### config.mk
export PLATFORM = sky130hd
export DESIGN_NAME = instruction_fetch_unit
export DESIGN_NICKNAME = d
export VERILOG_FILES = /design/src/rtl/instruction_fetch_unit.sv
export SDC_FILE = /design/constraint.sdc
export NUM_CORES = 1
export LEC_CHECK = 0
export BUFFER_PORTS_ARGS = -buffer_cell sky130_fd_sc_hd__buf_2
export CAP_MARGIN = 20
export CORE_AREA = 2 2 106 108
export CTS_CLUSTER_SIZE = 28
export DETAILED_ROUTE_END_ITERATION = 7
export DIE_AREA = 0 0 108 110
export SETUP_SLACK_MARGIN = 0.5
export SLEW_MARGIN = 20
export SYNTH_ARGS = -nofsm -noshare
export SYNTH_HDL_FRONTEND = slang
export SYNTH_SLANG_ARGS = --single-unit
export TNS_END_PERCENT = 30
### constraint.sdc
create_clock -name CLK -period 2.2 [get_ports CLK]
set_input_delay 0.44 -clock CLK [delete_from_list [all_inputs] [get_ports CLK]]
set_output_delay 0.44 -clock CLK [all_outputs]
set_load 0.02 [all_outputs]
### src/rtl/instruction_fetch_unit.sv
// ============================================================================
// Module   : instruction_fetch_unit
// Purpose  : PC sequencing, instruction memory read handshake and field split.
//            Optional macro FETCH_BRANCH_EN adds the branch offset to next_pc.
// Revision : 1.0  initial release
// ============================================================================
`default_nettype none

module instruction_fetch_unit #(
   parameter logic [31:0] RESET_PC = 32'd0,
   parameter logic [31:0] PC_STEP  = 32'd4
) (
   input  logic        CLK,
   input  logic        RESET,
   input  logic        stall,
   output logic [31:0] imem_addr,
   output logic        imem_read,
   input  logic [31:0] imem_readdata,
   input  logic        imem_busy,
   input  logic        branch_taken,
   input  logic [7:0]  branch_offset,
   output logic [31:0] pc,
   output logic        instr_valid,
   output logic [7:0]  opcode,
   output logic [2:0]  dest,
   output logic [2:0]  src1,
   output logic [2:0]  src2,
   output logic [7:0]  immediate
);

   typedef enum logic [1:0] {
      S_IDLE  = 2'd0,
      S_FETCH = 2'd1,
      S_HOLD  = 2'd2
   } state_t;

   state_t      r_state;
   logic        r_run;
   logic [31:0] r_pc;
   logic        r_read;
   logic        r_valid;
   logic [7:0]  r_opcode;
   logic [2:0]  r_dest;
   logic [2:0]  r_src1;
   logic [2:0]  r_src2;
   logic [7:0]  r_imm;
   logic [31:0] w_next_pc;
   logic        w_unused;

`ifdef FETCH_BRANCH_EN
   logic [31:0] w_br_off;
   assign w_br_off  = {{22{branch_offset[7]}}, branch_offset, 2'b00};
   assign w_next_pc = r_pc + PC_STEP + (branch_taken ? w_br_off : 32'd0);
   assign w_unused  = &{1'b0, imem_readdata[23:19], imem_readdata[15:11]};
`else
   assign w_next_pc = r_pc + PC_STEP;
   assign w_unused  = &{1'b0, imem_readdata[23:19], imem_readdata[15:11],
                        branch_taken, branch_offset};
`endif

   // Release is retimed by one edge so IDLE spans a full clock cycle
   // no matter where within the cycle RESET is deasserted.
   always_ff @(posedge CLK or negedge RESET) begin
      if (!RESET) begin
         r_run <= 1'b0;
      end else begin
         r_run <= 1'b1;
      end
   end

   always_ff @(posedge CLK or negedge RESET) begin
      if (!RESET) begin
         r_state  <= S_IDLE;
         r_pc     <= RESET_PC;
         r_read   <= 1'b0;
         r_valid  <= 1'b0;
         r_opcode <= 8'd0;
         r_dest   <= 3'd0;
         r_src1   <= 3'd0;
         r_src2   <= 3'd0;
         r_imm    <= 8'd0;
      end else begin
         case (r_state)
            S_IDLE: begin
               if (r_run) begin
                  r_state <= S_FETCH;
                  r_read  <= 1'b1;
               end
            end
            S_FETCH: begin
               if (!imem_busy) begin
                  r_opcode <= imem_readdata[31:24];
                  r_dest   <= imem_readdata[18:16];
                  r_src1   <= imem_readdata[10:8];
                  r_src2   <= imem_readdata[2:0];
                  r_imm    <= imem_readdata[7:0];
                  r_read   <= 1'b0;
                  r_valid  <= 1'b1;
                  r_state  <= S_HOLD;
               end
            end
            S_HOLD: begin
               if (!stall) begin
                  r_pc    <= w_next_pc;
                  r_valid <= 1'b0;
                  r_read  <= 1'b1;
                  r_state <= S_FETCH;
               end
            end
            default: begin
               r_state <= S_IDLE;
               r_read  <= 1'b0;
               r_valid <= 1'b0;
            end
         endcase
      end
   end

   assign pc          = r_pc;
   assign imem_addr   = r_pc;
   assign imem_read   = r_read;
   assign instr_valid = r_valid;
   assign opcode      = r_opcode;
   assign dest        = r_dest;
   assign src1        = r_src1;
   assign src2        = r_src2;
   assign immediate   = r_imm;

endmodule

`default_nettype wire

==> run metrics, run 1 <==
status=finished clean; Pre-antenna DRT Iters=4; post-route ant nets=0; setup_tns=0 ps; Die ar.=11900 um^2; Wirelength per Cell=11.9 um; largest net degree at the start of global routing=35; total gr overflow=0; Sink Count=56; Leak=1.73 nW; Post-Layout Cell Count=449; final clock skew=16.9 ps; Final Hold Vio Count=0; first-iteration detailed-routing DRC count=39; Min Hold Slack=110 ps; Place WS=393 ps; number of max-cap violations=0; Worst Path Max Fanout=5; post-synthesis register bit count=56; crit path DAT=1850 ps; global-route total usage across every layer=0.0920; critical path endpoint category=flip-flop; WL final=5.36 mm; Filler cells=1127; CTS root buf=clkbuf_8; Initial Util=0.245; Crit path max-delay family=simple AND/OR/NAND/NOR gates; Final Wtd Congestion=0.694; worst path bufs/invs=0; Peak Freq=0.617 GHz; post-DP HPWL=3.92 mm; Residual DRC=0; Rows=38; pwr dens=1060 nW/um^2; placed instance count=433; Hold Crit Class=primary input to async pin; die width=108 um; critical path startpoint category=flip-flop; Post-synth EDFFs=0; Antenna diodes=0; routed vias=1824; crit-path cells=or3b_4, or3_4, nor2_2, xor2_1; H-Tree Depth=2; Tmin final=1620 ps; reg2reg setup slack=580 ps; setup violators final=0; Max stage delay cell, worst path=dfrtp_2; Syn Area/Cell=12.3 um^2; Vias/cell=4.06; Yosys cell types=30; Mapped Cells=214; die height=110 um; number of global-route vias before repair=1768; Num CTS Buffers=5; first-pass GRT wire length=8.60 mm; RSZ-0062 raised after global routing=yes; sequential area share after synthesis=0.534; VDD IR max=536 uV; I/O Pins=136; Port Buf Inserts=112; share of cells above drive strength 1=0.553; share of synthesized registers carrying an async set or reset=1.00; ys flop type=dfrtp_1; Max clock buf depth=2; worst skew pair latency=310 ps; Max-slew headroom=0.634; initial antenna violation count=0; final setup margin=579 ps; CTS tree=done; Post-Syn Area=2630 um^2; area delta synth->final=27.4%; hold buffers post-CTS=0; core box area=10700 um^2; Layout Nets=354; Ys Warns=0; period utilisation layout=0.737; Worst Path Required=2430 ps; Crit path largest cell delay=450 ps; Crit Path Class=flip-flop to flip-flop; Slew Limit Fails=0; Slew @ Worst Pin=549 ps; Worst-path clk slew=110 ps
## cell usage in the layout, fill, tap and decap left out, drive strengths merged
cell      instances
bufinv            1
o21ai             1
or3b              1
clkbuf            5
ha                1
and4              3
mux2             23
nor2              4
nor3              3
nand4            10
conb              5
and3              3
nand3            11
xnor2            23
mux2i             1
clkinv            1
dfrtp            56
buf             125
inv               3
a21oi             1
or3               1
xor2              6
or2               1
o21bai            1
clkinvlp          1
nor3b             2
nor4              2
nand2            11
o22ai             1
o21a              1
nand4bb           1
## worst paths after layout
| check | endpoint | depth (start not counted) | from |
|---|---|---|---|
| worst max-delay path | imem_addr[13] | 4 | imem_read |
| worst min-delay path | imem_addr[20] | 1 | RESET |
| worst max register to register | imem_addr[13] | 4 | imem_read |
| worst min register to register | imem_addr[31] | 1 | imem_addr[31] |
| max in group asynchronous | r_state[1] | 2 | RESET |
| min in group CLK | opcode[7] | 2 | imem_readdata[31] |
## routing by layer
metal  vias to the layer above  part of all wire  track usage
li1                        868                 -            -
met1                       873              0.45        0.118
met2                        78              0.47        0.153
met3                         5             0.075       0.0270
met4                         0            0.0058       0.0220
met5                         -                 0            0
## cell families after synthesis
| group | synth area share |
|---|---|
| AO/OA/AOI/OAI | 0.0119 |
| XOR/XNOR | 0.0968 |
| adder cells (fa/ha/maj) | 0.00477 |
| buffers and inverters | 0.121 |
| flip-flops | 0.534 |
| multiplexers | 0.102 |
| other | 0.00286 |
| AND/OR/NAND/NOR | 0.126 |
## flip-flops by register name, summed over array words and instances, names as in the netlist
signal,count
src2,2
dest,3
r_state,1
imem_read,1
immediate,6
instr_valid,1
r_run,1
src1,3
imem_addr,30
opcode,8
## where the power goes
part           leakage (nW)  internal (mW)  switching [mW]
logic                 0.957          0.621           0.775
clock network        0.0541          0.338           0.338
registers             0.714           1.31           0.171
total                  1.73           2.26            1.28
## worst reg2reg max path: stages, from the launching register on
cell and delay [ps]:
dfrtp_2 450, or3b_4 420, or3_4 430, nor2_2 100, xor2_1 150
## timing repair
| action | CTS | global route |
|---|---|---|
| resized for setup | 1 | 3 |
| pin swaps | 0 | 1 |
| setup endpoints to repair | 14 | 20 |
| setup buffers | 2 | 6 |
## cell usage after synthesis (3+ instances only)
library cell | n | area, um^2
and3_1 | 3 | 18.8
and4_1 | 3 | 26.3
buf_4 | 38 | 285
dfrtp_1 | 56 | 1400
inv_1 | 3 | 11.3
mux2_2 | 23 | 259
nand2_1 | 11 | 41.3
nand3_1 | 11 | 55.1
nand4_1 | 10 | 62.6
nor2_1 | 4 | 15.0
xnor2_1 | 23 | 201
xor2_1 | 6 | 52.6
## layout make-up
type	count	area [um^2]	area share
well taps	140	175	0.0524
clock inverters	3	42.5	0.0127
multi-input cells	117	961	0.287
flip-flops and latches	56	1410	0.421
clock buffers	5	68.8	0.0206
inverters	3	11.3	0.00337
repair buffers	125	678	0.203
## through the flow
| step | util | instance area [um^2] | total power [mW] |
|---|---|---|---|
| after floorplan | - | 2670 | 2.47 |
| after global placement | 0.295 | 3160 | 2.81 |
| after detailed placement | 0.295 | 3160 | 2.84 |
| after CTS | 0.307 | 3290 | 3.56 |
| after global routing | 0.313 | 3340 | 3.79 |
| final | 0.313 | 3340 | 3.55 |
(Power assumes the default switching activity.)
==> run 2, diff against run 1 <==
==> constraint.sdc (replaced) <==
create_clock -name CLK -period 1.5 [get_ports CLK]
set_input_delay 0.3 -clock CLK [delete_from_list [all_inputs] [get_ports CLK]]
set_output_delay 0.3 -clock CLK [all_outputs]
set_load 0.02 [all_outputs]
==> run 2 against run 1 <==
Against the previous run:
- the flow now finishes with violations (setup timing)
- hold slack improved by 99 ps
- register-to-register slack got worse by 660 ps
- global-route usage increased by 1.2 points
- total power increased by 73%
- highest routed layer unchanged
- non-clock buffer count increased by 28
- wire length increased by 14%
- combinational power increased by 110%
- core utilization increased by 7.5 points
- critical endpoint is now immediate[3]
- first-iteration DRC count increased by 18%
- cell count increased by 6.2%
- sequential power increased by 53%
==> run metrics, run 2 (synthesis results as in run 1) <==
Wirelength per Cell=12.9 um (+7.7%); Tmin final=1580 ps (-38.0 ps); Pre-antenna DRT Iters=4 (unchanged); critical path startpoint category=flip-flop; Worst Path Max Fanout=7 (+2); sw frac=0.352 (-0.00956); global-route total usage across every layer=0.104 (+0.0123); initial antenna violation count=0 (unchanged); Crit path max-delay family=buffers and inverters; first-iteration detailed-routing DRC count=46 (+18%); routed vias=1992 (+9.2%); Worst path depth=5 (+1); placed cell area=3360 um^2 (+6.3%); register share of total power=0.369 (-0.047); core box area=10700 um^2 (unchanged); Crit path largest cell delay=400 ps (-50 ps); WHS Path Cells=2; critical path endpoint category=flip-flop; Initial Util=0.245 (unchanged); CTS root buf=clkbuf_8; end point of the critical path=immediate[3]; Comb pwr share=0.487 (+0.094); CP startpoint=imem_read; I/O Pins=136 (unchanged); worst r2r dst=immediate[3]; final setup margin=-83.3 ps (-662 ps); Vias/cell=4.18 (+2.8%); Final Hold Vio Count=0 (unchanged); Final Power=6.13 mW (+73%); final clock skew=11.2 ps (-5.77 ps); NetSw=2.16 mW (+68%); status=finished, violations left; Hold Crit Class=primary input to flip-flop; CTS tree=done; clock power share=0.144 (-0.046); RSZ-0062 raised after global routing=yes; largest net degree at the start of global routing=57 (+63%); Int Pwr=3.97 mW (+75%); max FFs per register=30 (unchanged); Min Hold Slack=208 ps (+98.6 ps); Sink Count=56 (unchanged); post-DP HPWL=4.03 mm (+2.8%); Final Wtd Congestion=0.691 (-0.40%); Worst Path Required=1710 ps (-720 ps); total gr overflow=0 (unchanged); Worst-path clk slew=120 ps (about the same); die width=108 um (unchanged); Max clock buf depth=2 (unchanged); reg2reg setup slack=-80 ps (-660 ps); Peak Freq=0.632 GHz (+2.4%); Final Cell Area=4140 um^2 (+24%); HP Start=imem_readdata[31]; share of cells above drive strength 1=0.638 (+0.0846); failing checks=setup timing; Die ar.=11900 um^2 (unchanged); worst r2r path cells=5 (+1); crit-path cells=buf_4, nor3b_4, buf_6, bufbuf_16, mux2_2; number of max-cap violations=0 (unchanged); Antenna diodes=0 (unchanged); most frequent cells in the layout=buf_6, dfrtp_1, buf_2, buf_4, mux2_2; number of global-route vias before repair=2018 (+14%); Leak=2.02 nW (+17%); H-Tree Depth=2 (unchanged); setup violators final=24 (+24); Num CTS Buffers=5 (unchanged); period utilisation layout=1.06 (+0.319); Max stage delay cell, worst path=dfrtp_2; VDD IR max=977 uV (+82%); pwr dens=1480 nW/um^2 (+39%); Rows=38 (unchanged); Layout Nets=382 (+7.9%); most common cell after layout, fill and taps aside=buf_6; Port Buf Inserts=112 (unchanged); Residual DRC=0 (unchanged); Crit Reg-Reg Startpoint=imem_read; crit path DAT=1800 ps (-50 ps); WL final=6.13 mm (+14%); post-route ant nets=0 (unchanged); Place WS=-133 ps (-526 ps); worst skew pair latency=310 ps (about the same); first-pass GRT wire length=9.77 mm (+14%); area delta synth->final=57.8%; Slew Limit Fails=0 (unchanged); worst path bufs/invs=3 (+3); Crit Path Class=flip-flop to flip-flop; die height=110 um (unchanged)
==> run 2: changes by cell type in the layout (fill, tap and decap cells not counted), moves of 4 or more <==
cell,previous run,this run
buf_2,112,47
buf_6,2,67
buf_4,10,33
nand3_1,11,5
nand3_2,0,4
xnor2_1,23,19
xnor2_2,0,4
==> run 2: routing by layer <==
metal | vias to the layer above | part of all wire | global-route usage
met5 | - | 0 | 0
met4 | 0 | 0.0018 | 0.0165
met3 | 2 | 0.060 | 0.0294
met2 | 74 | 0.54 | 0.195
met1 | 988 | 0.39 | 0.121
li1 | 928 | - | -
==> run 2: layout make-up <==
type,instances,area [um^2]
Clock buffer,5,68.8
Clock inverter,3,27.5
Fill cell,1044,6560
Inverter,3,11.3
Multi-Input combinational cell,117,1080
Sequential cell,56,1410
Tap cell,140,175
Timing Repair Buffer,153,1370
==> run 2: power groups by stage <==
stage | combinational (mW) | clock (mW) | sequential [mW]
6_report | 2.99 | 0.883 | 2.26
3_5_place_dp | 2.18 | 0 | 2.18
5_1_grt | 3.16 | 0.994 | 2.31
3_3_place_gp | 2.14 | 0 | 2.16
4_1_cts | 2.98 | 0.928 | 2.25
2_1_floorplan | 0.979 | 0 | 2.67
==> run 2: worst min-delay path by stage <==
stage / endpoint / slack, ps
after floorplan: dest[0] / 4
after global placement: imem_addr[18] / 320
after detailed placement: imem_addr[20] / 320
after CTS: opcode[5] / 190
after global routing: immediate[5] / 190
final: opcode[7] / 210
==> run 2: per-stage QoR <==
step / util / TNS [ps] / cells
3_5_place_dp: 0.314 / -1890 / 456
6_report: 0.387 / -968 / 477
3_3_place_gp: 0.314 / -1630 / 456
5_1_grt: 0.387 / -3610 / 477
2_1_floorplan: - / -4220 / 217
4_1_cts: 0.368 / -1100 / 475
==> run 2: what timing repair did <==
action,in CTS,in global routing
hold buffers,1,0
endpoints found under the setup margin,139,141
buffers inserted,7,2
resized for setup,106,52
pin swaps,17,10
gates cloned,3,0
endpoints found under the hold margin,56,0
==> run 3, diff against run 2 <==
==> constraint.sdc (replaced) <==
create_clock -name CLK -period 1.5 [get_ports CLK]
set_input_delay 0.075 -clock CLK [delete_from_list [all_inputs] [get_ports CLK]]
set_output_delay 0.075 -clock CLK [all_outputs]
set_load 0.02 [all_outputs]
==> run 3 against run 2 <==
Against the previous run:
- the run still ends with setup timing left
- core utilization is 1.9 points higher
- first-iteration DRC count up 6.5%
- critical endpoint is now imem_addr[16]
- die area unchanged
- largest power group unchanged
==> run metrics, run 3 (synthesis results as in run 1) <==
Rows=38 (unchanged); die height=110 um (unchanged); Residual DRC=0 (unchanged); failing checks=setup timing; most common cell after layout, fill and taps aside=buf_2; post-DP HPWL=4.14 mm (+2.8%); Wirelength per Cell=13.2 um (+3.0%); placed instance count=459 (+0.66%); number of global-route vias before repair=2105 (+4.3%); CTS tree=done; Hold EP=opcode[0]; crit path DAT=1750 ps (-50 ps); number of max-cap violations=0 (unchanged); status=finished, violations left; Final Wtd Congestion=0.725 (+4.9%); reg2reg setup slack=-60 ps (+20 ps); die width=108 um (unchanged); core box area=10700 um^2 (unchanged); Max stage delay cell, worst path=dfrtp_2; setup violators final=16 (-33%); Crit path largest cell delay=380 ps (-20 ps); most frequent cells in the layout=buf_2, buf_6, dfrtp_1, mux2_4, dlygate4sd3_1; period utilisation layout=1.04 (-0.0157); VDD IR max=903 uV (-7.7%); pwr dens=1410 nW/um^2 (-4.8%); Tmin final=1560 ps (-23.6 ps); total gr overflow=0 (unchanged); WHS Path Cells=2 (unchanged); final clock skew=6.31 ps (-4.84 ps); CTS root buf=clkbuf_8; Final Hold Vio Count=0 (unchanged); Worst Path Required=1690 ps (-20 ps); global-route total usage across every layer=0.107 (+0.00228); I/O Pins=136 (unchanged); Crit Path Class=flip-flop to flip-flop; Layout Nets=408 (+6.8%); Num CTS Buffers=5 (unchanged); Min Hold Slack=19.0 ps (-189 ps); critical path startpoint category=flip-flop; max FFs per register=30 (unchanged); Antenna diodes=0 (unchanged); Worst-path clk slew=100 ps (-20 ps); RSZ-0062 raised after global routing=yes; Max clock buf depth=2 (unchanged); HP Start=imem_readdata[24]; Crit Reg-Reg Startpoint=imem_addr[9]; Leak=2.16 nW (+7.1%); H-Tree Depth=2 (unchanged); worst r2r path cells=7 (+2); Pre-antenna DRT Iters=3 (-1); crit-path cells=nand4_1, buf_6, nor4_4, buf_4, buf_6, nand3_2, xnor2_1; first-pass GRT wire length=10.1 mm (+3.7%); post-route ant nets=0 (unchanged); largest net degree at the start of global routing=57 (unchanged); Post-Layout Cell Count=503 (+5.5%); share of cells above drive strength 1=0.592 (-0.0457); worst r2r dst=imem_addr[16]; routed vias=2084 (+4.6%); first-iteration detailed-routing DRC count=49 (+6.5%); initial antenna violation count=0 (unchanged); Crit path top cell by count=buf_6; Initial Util=0.245 (unchanged); Peak Freq=0.641 GHz (+1.5%); critical path endpoint category=flip-flop; WL final=6.66 mm (+8.6%); Port Buf Inserts=112 (unchanged); Final Core Density=0.406 (+0.0187); Vias/cell=4.14 (-0.79%); Slew Limit Fails=0 (unchanged); Sink Count=56 (unchanged); Die ar.=11900 um^2 (unchanged); final setup margin=-59.7 ps (+23.6 ps); Worst Path Max Fanout=4 (-3); setup_tns=-545 ps (+423 ps); area delta synth->final=65.4%; worst skew pair latency=300 ps (about the same); Hold Crit Class=primary input to flip-flop
-- run 3: stage by stage --
step	cell area (um^2)	power [mW]	worst slack, ps
global route	4340	6.45	-152
global placement	3380	4.32	-75.0
detailed placement	3380	4.37	-104
CTS	4070	5.78	-80.9
floorplan	2690	3.65	-201
finish	4340	6.12	-59.7
-- run 3: worst max-delay path: cells and delay by family, from the launching register on --
family / cells / cell delay, ps
xor gates and xnor gates: 1 / 120
buffers and inverters: 3 / 450
DFF: 1 / 380
and+or+nand+nor: 3 / 490
-- run 3: power breakdown --
| group | total, mW | leakage [nW] | switching (mW) | internal, mW |
|---|---|---|---|---|
| registers | 2.19 | 0.712 | 0.276 | 1.92 |
| clock network | 0.984 | 0.0552 | 0.487 | 0.497 |
| logic | 2.94 | 1.39 | 1.35 | 1.59 |
| total | 6.12 | 2.16 | 2.11 | 4.01 |
-- run 3: repair_timing --
action	CTS	global route
setup endpoints to repair	107	112
gates cloned	2	2
resized for setup	85	55
pin swaps	7	16
endpoints found under the hold margin	77	0
hold buffers	22	0
buffers inserted	3	7
-- run 3: worst max path at each step --
| stage | end | slack, ps | depth (start not counted) | startpoint |
|---|---|---|---|---|
| global placement | imem_addr[28] | -70 | 6 | imem_addr[2] |
| global route | imem_addr[30] | -150 | 7 | imem_addr[2] |
| finish | imem_addr[16] | -60 | 7 | imem_addr[9] |
| floorplan | imem_addr[17] | -200 | 5 | imem_read |
| detailed placement | imem_addr[20] | -100 | 6 | imem_addr[2] |
| CTS | imem_addr[11] | -80 | 4 | imem_read |
-- run 3: layout make-up --
cell class / instances / area (um^2)
clock buffer: 6 / 72.6
clock inverter: 2 / 35.0
fill: 1044 / 6350
inverter: 3 / 11.3
multi-input combinational: 117 / 1120
sequential: 56 / 1410
tap: 140 / 175
timing repair buffer: 179 / 1520
-- run 3: layer usage --
layer  global-route usage  share of wire  up-vias  wire length, um
met5                    0              0        -                0
met3               0.0218          0.054        5              360
met2                0.204           0.54       76             3590
met1                0.123           0.40     1018             2690
met4               0.0211         0.0045        0               30
li1                     -              -      985                -
